**config.mk**
```make
export PLATFORM = sky130hd
export DESIGN_NAME = regfile_writeback_ctrl
export DESIGN_NICKNAME = d
export VERILOG_FILES = /design/src/rtl/regfile_writeback_ctrl_pkg.sv /design/src/rtl/regfile_writeback_ctrl_arb.sv /design/src/rtl/regfile_writeback_ctrl.sv
export SDC_FILE = /design/constraint.sdc
export NUM_CORES = 1
export LEC_CHECK = 0
export ABC_AREA = 1
export ABC_CLOCK_PERIOD_IN_PS = 1500
export CORE_MARGIN = 4
export CORE_UTILIZATION = 43
export DETAILED_ROUTE_END_ITERATION = 8
export HOLD_SLACK_MARGIN = 0.02
export PLACE_DENSITY = 0.8
export SYNTH_ARGS = -nofsm -noshare
export SYNTH_HDL_FRONTEND = slang
export SYNTH_SLANG_ARGS = --single-unit
```
**constraint.sdc**
```tcl
create_clock -name clk -period 1.5 [get_ports clk]
set_input_delay 0.3 -clock clk [delete_from_list [all_inputs] [get_ports clk]]
set_output_delay 0.3 -clock clk [all_outputs]
set_load 0.01 [all_outputs]
```
**src/rtl/regfile_writeback_ctrl_pkg.sv**
```systemverilog
// ----------------------------------------------------------------------------
// regfile_writeback_ctrl_pkg
// Shared definitions for the register-file writeback controller:
//   - data / index widths and register count
//   - architectural register index names (S0..SP)
//   - stack-pointer index and its post-reset value
//   - controller FSM state encoding
//   - writeback requester identifiers used by the arbiter
// ----------------------------------------------------------------------------
package regfile_writeback_ctrl_pkg;

  localparam int DATA_W   = 10;
  localparam int ADDR_W   = 3;
  localparam int NUM_REGS = 1 << ADDR_W;

  // Architectural register names
  localparam logic [ADDR_W-1:0] S0 = 3'd0;
  localparam logic [ADDR_W-1:0] S1 = 3'd1;
  localparam logic [ADDR_W-1:0] S2 = 3'd2;
  localparam logic [ADDR_W-1:0] S3 = 3'd3;
  localparam logic [ADDR_W-1:0] T0 = 3'd4;
  localparam logic [ADDR_W-1:0] T1 = 3'd5;
  localparam logic [ADDR_W-1:0] RA = 3'd6;
  localparam logic [ADDR_W-1:0] SP = 3'd7;

  localparam logic [ADDR_W-1:0] SP_INDEX = SP;
  localparam logic [DATA_W-1:0] SP_INIT  = 10'h3FF;

  typedef enum logic {
    ST_INIT = 1'b0,
    ST_RUN  = 1'b1
  } wb_state_t;

  typedef enum logic {
    REQ_ALU = 1'b0,
    REQ_MEM = 1'b1
  } req_id_t;

endpackage

```
**src/rtl/regfile_writeback_ctrl_arb.sv**
```systemverilog
// ----------------------------------------------------------------------------
// rr_arbiter2
// Two-way round-robin arbiter between the ALU and memory-load writebacks.
// Ports:
//   clk, reset           - clock, asynchronous active-high reset
//   enable               - arbitration allowed (controller in RUN)
//   req_alu, req_mem     - request lines (the requesters' valid signals)
//   accept               - a granted transfer actually happened this cycle
//   grant_alu, grant_mem - combinational one-hot (or zero) grant
// ----------------------------------------------------------------------------
module rr_arbiter2
  import regfile_writeback_ctrl_pkg::*;
(
  input  logic clk,
  input  logic reset,
  input  logic enable,
  input  logic req_alu,
  input  logic req_mem,
  input  logic accept,
  output logic grant_alu,
  output logic grant_mem
);

  req_id_t last_grant;

  // Grant logic: a lone requester always wins; on a tie the requester that
  // did not win last time goes first. Nothing is granted while disabled.
  always_comb begin
    grant_alu = 1'b0;
    grant_mem = 1'b0;
    if (enable) begin
      if (req_alu && req_mem) begin
        if (last_grant == REQ_MEM) grant_alu = 1'b1;
        else                       grant_mem = 1'b1;
      end else begin
        grant_alu = req_alu;
        grant_mem = req_mem;
      end
    end
  end

  // Priority history: reset leaves MEM as the last winner so the ALU takes
  // the first tie; it only moves when a transfer is really accepted.
  always_ff @(posedge clk or posedge reset) begin
    if (reset) begin
      last_grant <= REQ_MEM;
    end else if (accept) begin
      last_grant <= grant_alu ? REQ_ALU : REQ_MEM;
    end
  end

endmodule

```
**src/rtl/regfile_writeback_ctrl.sv**
```systemverilog
// ----------------------------------------------------------------------------
// regfile_writeback_ctrl
// Owns the single write port of the 8 x 10-bit register file.
//   - After reset writes SP_INIT into the stack pointer, then enters RUN.
//   - Arbitrates ALU / load writebacks round-robin; accepted writes appear on
//     write_reg/write_data/reg_write_en one cycle later.
//   - Keeps a busy scoreboard of pending destinations for decode hazards.
// Ports:
//   clk, reset                         - clock, async active-high reset
//   alu_valid/alu_ready/alu_reg/alu_data - ALU writeback handshake
//   mem_valid/mem_ready/mem_reg/mem_data - load writeback handshake
//   issue_valid/issue_ready/issue_reg  - decode destination reservation
//   rs1/rs1_used/rs2/rs2_used          - decode source operands
//   stall                              - decode must hold its instruction
//   write_reg/write_data/reg_write_en  - register-file write port
//   busy                               - pending-write scoreboard
//   err_unexpected                     - sticky: commit to a non-busy reg
// ----------------------------------------------------------------------------
module regfile_writeback_ctrl
  import regfile_writeback_ctrl_pkg::*;
(
  input  logic                clk,
  input  logic                reset,
  input  logic                alu_valid,
  output logic                alu_ready,
  input  logic [ADDR_W-1:0]   alu_reg,
  input  logic [DATA_W-1:0]   alu_data,
  input  logic                mem_valid,
  output logic                mem_ready,
  input  logic [ADDR_W-1:0]   mem_reg,
  input  logic [DATA_W-1:0]   mem_data,
  input  logic                issue_valid,
  input  logic [ADDR_W-1:0]   issue_reg,
  output logic                issue_ready,
  input  logic [ADDR_W-1:0]   rs1,
  input  logic                rs1_used,
  input  logic [ADDR_W-1:0]   rs2,
  input  logic                rs2_used,
  output logic                stall,
  output logic [ADDR_W-1:0]   write_reg,
  output logic [DATA_W-1:0]   write_data,
  output logic                reg_write_en,
  output logic [NUM_REGS-1:0] busy,
  output logic                err_unexpected
);

  wb_state_t           state_q, state_d;
  logic                run;
  logic                alu_accept, mem_accept;
  logic                init_write_q;
  logic                commit;
  logic                issue_fire;
  logic [NUM_REGS-1:0] busy_d;

  assign run = (state_q == ST_RUN);

  rr_arbiter2 u_arb (
    .clk       (clk),
    .reset     (reset),
    .enable    (run),
    .req_alu   (alu_valid),
    .req_mem   (mem_valid),
    .accept    (alu_accept | mem_accept),
    .grant_alu (alu_ready),
    .grant_mem (mem_ready)
  );

  assign alu_accept = alu_valid & alu_ready;
  assign mem_accept = mem_valid & mem_ready;

  // State register for the INIT -> RUN sequence.
  always_ff @(posedge clk or posedge reset) begin
    if (reset) state_q <= ST_INIT;
    else       state_q <= state_d;
  end

  // INIT lasts exactly one clock (the SP write); RUN is left only by reset.
  always_comb begin
    state_d = state_q;
    case (state_q)
      ST_INIT: state_d = ST_RUN;
      ST_RUN:  state_d = ST_RUN;
      default: state_d = ST_INIT;
    endcase
  end

  // Registered write port. init_write_q marks the SP initialisation write so
  // the scoreboard and the error flag can ignore it.
  always_ff @(posedge clk or posedge reset) begin
    if (reset) begin
      reg_write_en <= 1'b0;
      write_reg    <= '0;
      write_data   <= '0;
      init_write_q <= 1'b0;
    end else if (state_q == ST_INIT) begin
      reg_write_en <= 1'b1;
      write_reg    <= SP_INDEX;
      write_data   <= SP_INIT;
      init_write_q <= 1'b1;
    end else begin
      init_write_q <= 1'b0;
      if (alu_accept) begin
        reg_write_en <= 1'b1;
        write_reg    <= alu_reg;
        write_data   <= alu_data;
      end else if (mem_accept) begin
        reg_write_en <= 1'b1;
        write_reg    <= mem_reg;
        write_data   <= mem_data;
      end else begin
        reg_write_en <= 1'b0;
      end
    end
  end

  // Decode-side hazard view; sources are not bypassed, so a busy source
  // remains stalled through its own write cycle.
  assign issue_ready = run & ~busy[issue_reg];
  assign issue_fire  = issue_valid & issue_ready;
  assign stall       = ~run
                     | (rs1_used & busy[rs1])
                     | (rs2_used & busy[rs2])
                     | (issue_valid & ~issue_ready);

  assign commit = reg_write_en & ~init_write_q;

  // Next scoreboard: commits clear their destination, then a new issue sets
  // its destination, so a set on the same index wins over the clear.
  always_comb begin
    busy_d = busy;
    if (commit)     busy_d[write_reg] = 1'b0;
    if (issue_fire) busy_d[issue_reg] = 1'b1;
  end

  // Scoreboard and sticky error register; a commit to a register nobody
  // reserved is flagged but the write itself still goes through.
  always_ff @(posedge clk or posedge reset) begin
    if (reset) begin
      busy           <= '0;
      err_unexpected <= 1'b0;
    end else begin
      busy <= busy_d;
      if (commit && !busy[write_reg]) err_unexpected <= 1'b1;
    end
  end

endmodule

```
-- Word level (Yosys, flattened, before mapping)
Cells that the tools add are included.
- flip-flop bits (word level): 26
- bits of input ports: 42
- output and inout bits: 27
- word-level logic and storage cells: 70
- order comparisons: 6
- equal/unequal tests: 1
- mux-type cells: 31
- bitwise gates (word level): 19
- reductions and logical operators: 5
- operators with widths (kind ; number):
    two-way mux 10 bit ; 3
    two-way mux 1 bit ; 17
    less-than comparator 3 x 4 -> 1 bit, second input constant ; 4
    two-way mux 8 bit ; 2
    binary-select mux 1 bit (select 3 bit) ; 4
    two-way mux 3 bit ; 3
    AND 1 bit ; 8
    AND 8 bit ; 1
    inverter 8 bit ; 1
    OR 8 bit ; 1
    demux 1 bit (select 3 bit) ; 2
    greater-or-equal comparator 3 x 1 -> 1 bit, second input constant ; 2
    logical AND 1 bit ; 4
    inverter 1 bit ; 4
    OR 1 bit ; 4
    inequality test 3 x 1 -> 1 bit, second input constant ; 1
    zero test 1 bit ; 1

-- Depth between registers and ports, before layout
- depth in word-level cells: 9
- depth in mapped cells: 10
- depth with buffers taken out: 9

-- By module
Synthesis repeated with hierarchy kept, for this count alone.
- cell total of the unflattened synthesis: 251
- area, all modules: 1686.6 um^2
- modules (own cells, without submodules) (module ; instances ; cells each ; area each (um^2) ; seq. area each (um^2)):
    regfile_writeback_ctrl ; 1 ; 238 ; 1611.5 ; 625.6
    rr_arbiter2 ; 1 ; 13 ; 75.1 ; 26.3

-- Worst setup path before layout
Ideal clock, no wire load.
- path kind: register to output
- start: register busy[3]
- end: output stall
- arrival: 996 ps
- required time: 1200 ps
- slack: 204 ps
- stages on the path, launching flop included: 9
- buffers on the path: 0
- cell sequence: dfrtp_1 > inv_1 > nand2_1 > nand3_1 > nand2_1 > nand2_1 > nand2_1 > a21oi_1 > nand2_1
- word-level cells in the longest chain between the ends: 7
- elaborated cells between the ends (all ways): 15
- those cells by class: mux (6); bitwise (9)
- ends and longest elaborated chain (item ; RTL line ; RTL):
    start, declared ; regfile_writeback_ctrl.sv:43 ; output logic [NUM_REGS-1:0] busy,
    start signal, assigned ; regfile_writeback_ctrl.sv:142 ; busy <= busy_d;
    binary-select mux 1 bit (select 3 bit) ; regfile_writeback_ctrl.sv:118 ; assign issue_ready = run & ~busy[issue_reg];
    two-way mux 1 bit (implied by the code) ; regfile_writeback_ctrl.sv:118 ;
    inverter 1 bit ; regfile_writeback_ctrl.sv:118 ;
    AND 1 bit ; regfile_writeback_ctrl.sv:118 ;
    inverter 1 bit ; regfile_writeback_ctrl.sv:123 ; | (issue_valid & ~issue_ready);
    AND 1 bit ; regfile_writeback_ctrl.sv:123 ;
    OR 1 bit (*) ; regfile_writeback_ctrl.sv:123 ;
    end, declared ; regfile_writeback_ctrl.sv:39 ; output logic stall,
Mark *: on every way between the ends. The rest lies on a longest branch, timed or not. The select of a mux whose other input is x is not followed.

-- Worst setup path in the final report
- start: register busy[7]
- end: output stall
Same word-level chain as after synthesis.

==> impl_summary.md <==
Outcome
The run finished, with violations left. The final reports fail on negative setup slack.

Floorplanning
The number of ports placed on the die boundary is ~70. The die covers 4920 sq um. The die extent in x is about 70 microns. The site row count is 22.

The die span in y is around 70 microns. The initial cell density of the core is a little under half. After floorplanning, the core was sized to cover 3690 sq um.

Synthesis
The average cell area after synthesis is roughly 6.7 sq um. The primary flip-flop cell chosen by synthesis mapping is sky130_fd_sc_hd__dfrtp_1. The number of standard cells after synthesis is ~250. The number of synthesized flops with an enable pin is 0. Counting every net in the synthesized netlist gives 290. The synthesis-stage register bit count is 26. Counting flops with an async set or reset pin after synthesis yields a share of between 90% and 100%.

By area the synthesized netlist is led by sky130_fd_sc_hd__dfrtp_1 38%, sky130_fd_sc_hd__nand2_1 18%, sky130_fd_sc_hd__inv_1 9.3%. The area of the mapped netlist is about 1700 sq um. The total of warnings raised by yosys is 0.

The share of synthesized area in the top cell type comes to between 30% and 40%. The cell type contributing the most total cell area after synthesis is sky130_fd_sc_hd__dfrtp_1. In this run, distinct cell masters in the synthesized netlist total 23. The portion of the post-synthesis area used by sequential elements is around two fifths.

Placed design
The congestion estimate from routability-driven global placement came to roughly 0.95. The cell area after placement is 2660 sq um. Summed over all nets, the half-perimeter wirelength after detailed placement is slightly below 4000 microns. The number of buffer cells added on primary ports is 68.

Global routing
The wire length of the first global-routing pass is 8600 microns. The pin count of the biggest net entering global routing is 27. The via count of the first global-routing pass came to about 2000. The number of antenna violations at the first check in global routing is 0. Summed over all layers, the global routing overflow is 0. Global routing used 21.4% of the available tracks.

Setup path
The highest-delay cell along the critical path is sky130_fd_sc_hd__dfrtp_1. The highest cell delay on the worst timing path is roughly 450 ps. Among the stages of the critical path, the cell type that occurs most often is sky130_fd_sc_hd__nand2_2. Of all nets on the critical path, the largest fanout is 4. At the worst endpoint, the arrival time is between 1000 and 1500 ps. The worst setup path is captured at a primary output.

By startpoint and endpoint, the worst setup path is classified as register to primary output. The worst setup path is launched from a register. The required time at the worst-slack endpoint is ~1200 ps. The critical path goes through nand2_1 -> nand2_1 -> nand2_2 -> nand2_2 -> nand2_2 -> nand2_2 -> a21oi_2 -> nand2_1 -> buf_2. Counting both buffers and inverters, the worst setup path holds a total of 1. The dominant delay contributor by cell family on the critical path is simple AND/OR/NAND/NOR gates.

Pwr
The leakage power is 1.47 nW. The switching power is between 0.9 and 1 mW. Combinational logic burns 47.0% of the power. Of the total power, registers draw around a third. The clock power share is 20.4%. The peak supply drop is 0.000513 V. The ratio of total power to cell area is 995 nW/um^2. The proportion of total power due to net switching is ~34%. Cell internal power was estimated by the tool at between 1.5 and 2 mW.

Run
The max-capacitance violation count is 0.

Clocking
The number of clock buffers added by TritonCTS is 3. The insertion delay of the later-clocked pin in the worst-skew pair is roughly 270 ps. The root buffer cell is sky130_fd_sc_hd__clkbuf_8. The number of buffers on the longest clock path is 2. The clock sink count is 26. The CTS H-tree depth is 1.

Clock-pin slew was measured on the worst setup and hold paths at around 90 ps. TritonCTS built the clock tree. The count of hold-fix buffers inserted at cts is 0.

Routing
The length of the first detailed-routing pass in iterations is 4. The wire length per cell is between 10 and 15 microns. After detailed routing, the number of remaining DRC violations is 0. The residual antenna-violating net count after detailed routing is 0. Using the TritonRoute via totals, the vias-per-cell ratio works out to between 5 and 6.

After detailed routing, the total wire length is around 5400 microns. The DRC violation total after the first TritonRoute iteration is between 60 and 70. Summing over every cut layer, the via total after detailed routing is 2062.

Final layout
The library cell used most frequently in the layout, excluding fill and tap cells, is sky130_fd_sc_hd__nand2_1. The register with the most flip-flops in the layout has 10 of them. Relative to the synthesized area, the layout overhead comes to 72.1%. The finished cells cover approximately 2900 sq um. In the layout the commonest cells are 73 x sky130_fd_sc_hd__nand2_1, 46 x sky130_fd_sc_hd__buf_4, 37 x sky130_fd_sc_hd__inv_1. The final antenna diode count is 0. Cells fill 77.5% of the core in the end. The share of cells above drive strength 1 is 24.0%. The net count of the finished layout is 405.

STA
After layout, the worst setup slack is -239 ps. The highest attainable clock frequency is ~570 MHz. The final number of hold-violating endpoints is 0. The final critical-path share of the clock period is 116%. The setup-violating endpoint count in the final report is 2. The total count of max-transition violations in the final report is 0. Setup repair after global routing could not meet its margin everywhere. The worst-case clock skew is between 6 and 7 ps. The post-route minimum period is roughly 1700 ps.

Worst hold path
The path category of the worst min-delay check is input pin to async pin.
-- metal layers --
metal | part of all wire (%) | GRT usage [%] | vias to the layer above
li1 | - | - | 1020
met1 | 41 | 24.2 | 947
met2 | 49 | 38.1 | 84
met3 | 8.4 | 5.90 | 11
met4 | 1.6 | 7.66 | 0
met5 | 0 | 0 | -
-- synth_stat cells (3+ instances only) --
cell and n:
sky130_fd_sc_hd__o211ai_1 3, sky130_fd_sc_hd__inv_1 41, sky130_fd_sc_hd__a21oi_1 17, sky130_fd_sc_hd__o21ai_0 11
sky130_fd_sc_hd__o21ai_1 10, sky130_fd_sc_hd__dfrtp_1 25, sky130_fd_sc_hd__nand4_1 9, sky130_fd_sc_hd__nor3_1 3
sky130_fd_sc_hd__nor2_1 11, sky130_fd_sc_hd__buf_6 3, sky130_fd_sc_hd__o22ai_1 3, sky130_fd_sc_hd__nand2_1 81
sky130_fd_sc_hd__nand3_1 17
-- final timing paths --
path	from	endpoint	slack, ps	cells after the start
worst min-delay path	reset	write_reg[2]	360	3
worst max-delay path	busy[7]	stall	-240	9
worst min register to register	err_unexpected	err_unexpected	490	2
min in group clk	mem_valid	u_arb.last_grant	370	3
max in group asynchronous	reset	u_arb.last_grant	910	3
worst max register to register	busy[7]	busy[2]	100	7
-- power groups by stage --
stage / Combinational [mW] / Clock (mW) / Sequential (mW)
finish: 1.34 / 0.580 / 0.926
global route: 1.46 / 0.615 / 0.944
CTS: 1.27 / 0.591 / 0.919
detailed placement: 1.24 / 0 / 0.935
global placement: 1.22 / 0 / 0.932
floorplan: 0.429 / 0 / 0.980
-- logic make-up after synthesis --
family,synth area share (%)
AO/OA/AOI/OAI,14.5
other,0.226
buffers and inverters,13.0
flip-flops,39.3
AND/OR/NAND/NOR,33.1
-- cell type report --
| class | count | area, sq um |
|---|---|---|
| Clock inverter | 1 | 30.0 |
| Clock buffer | 3 | 41.3 |
| Timing Repair Buffer | 116 | 1060 |
| Inverter | 44 | 168 |
| Fill cell | 287 | 831 |
| Sequential cell | 26 | 652 |
| Multi-Input combinational cell | 172 | 851 |
| Tap cell | 48 | 60.1 |
-- stage by stage --
| stage | cells | hold slack, ps | worst slack, ps | power, mW | setup TNS [ps] |
|---|---|---|---|---|---|
| 6_report | 410 | 360 | -239 | 2.84 | -371 |
| 5_1_grt | 410 | 379 | -318 | 3.01 | -543 |
| 4_1_cts | 408 | 369 | -190 | 2.78 | -290 |
| 3_5_place_dp | 397 | 470 | -816 | 2.17 | -7830 |
| 3_3_place_gp | 397 | 470 | -742 | 2.15 | -6380 |
| 2_1_floorplan | 248 | 339 | 204 | 1.41 | 0 |
-- worst reg2reg max path, stage by stage (launching register included) --
cell and delay, ps:
sky130_fd_sc_hd__dfrtp_1 450, sky130_fd_sc_hd__buf_4 160, sky130_fd_sc_hd__buf_4 130, sky130_fd_sc_hd__nand4_1 100
sky130_fd_sc_hd__o21ai_2 80, sky130_fd_sc_hd__nor2_4 190, sky130_fd_sc_hd__nand4_1 150, sky130_fd_sc_hd__nand2_1 90
-- what timing repair did --
action,in CTS,in global routing
setup endpoints to repair,25,24
resized for setup,46,35
pin swaps,10,12
gates cloned,0,0
setup buffers,9,5
(Power assumes the default switching activity.)
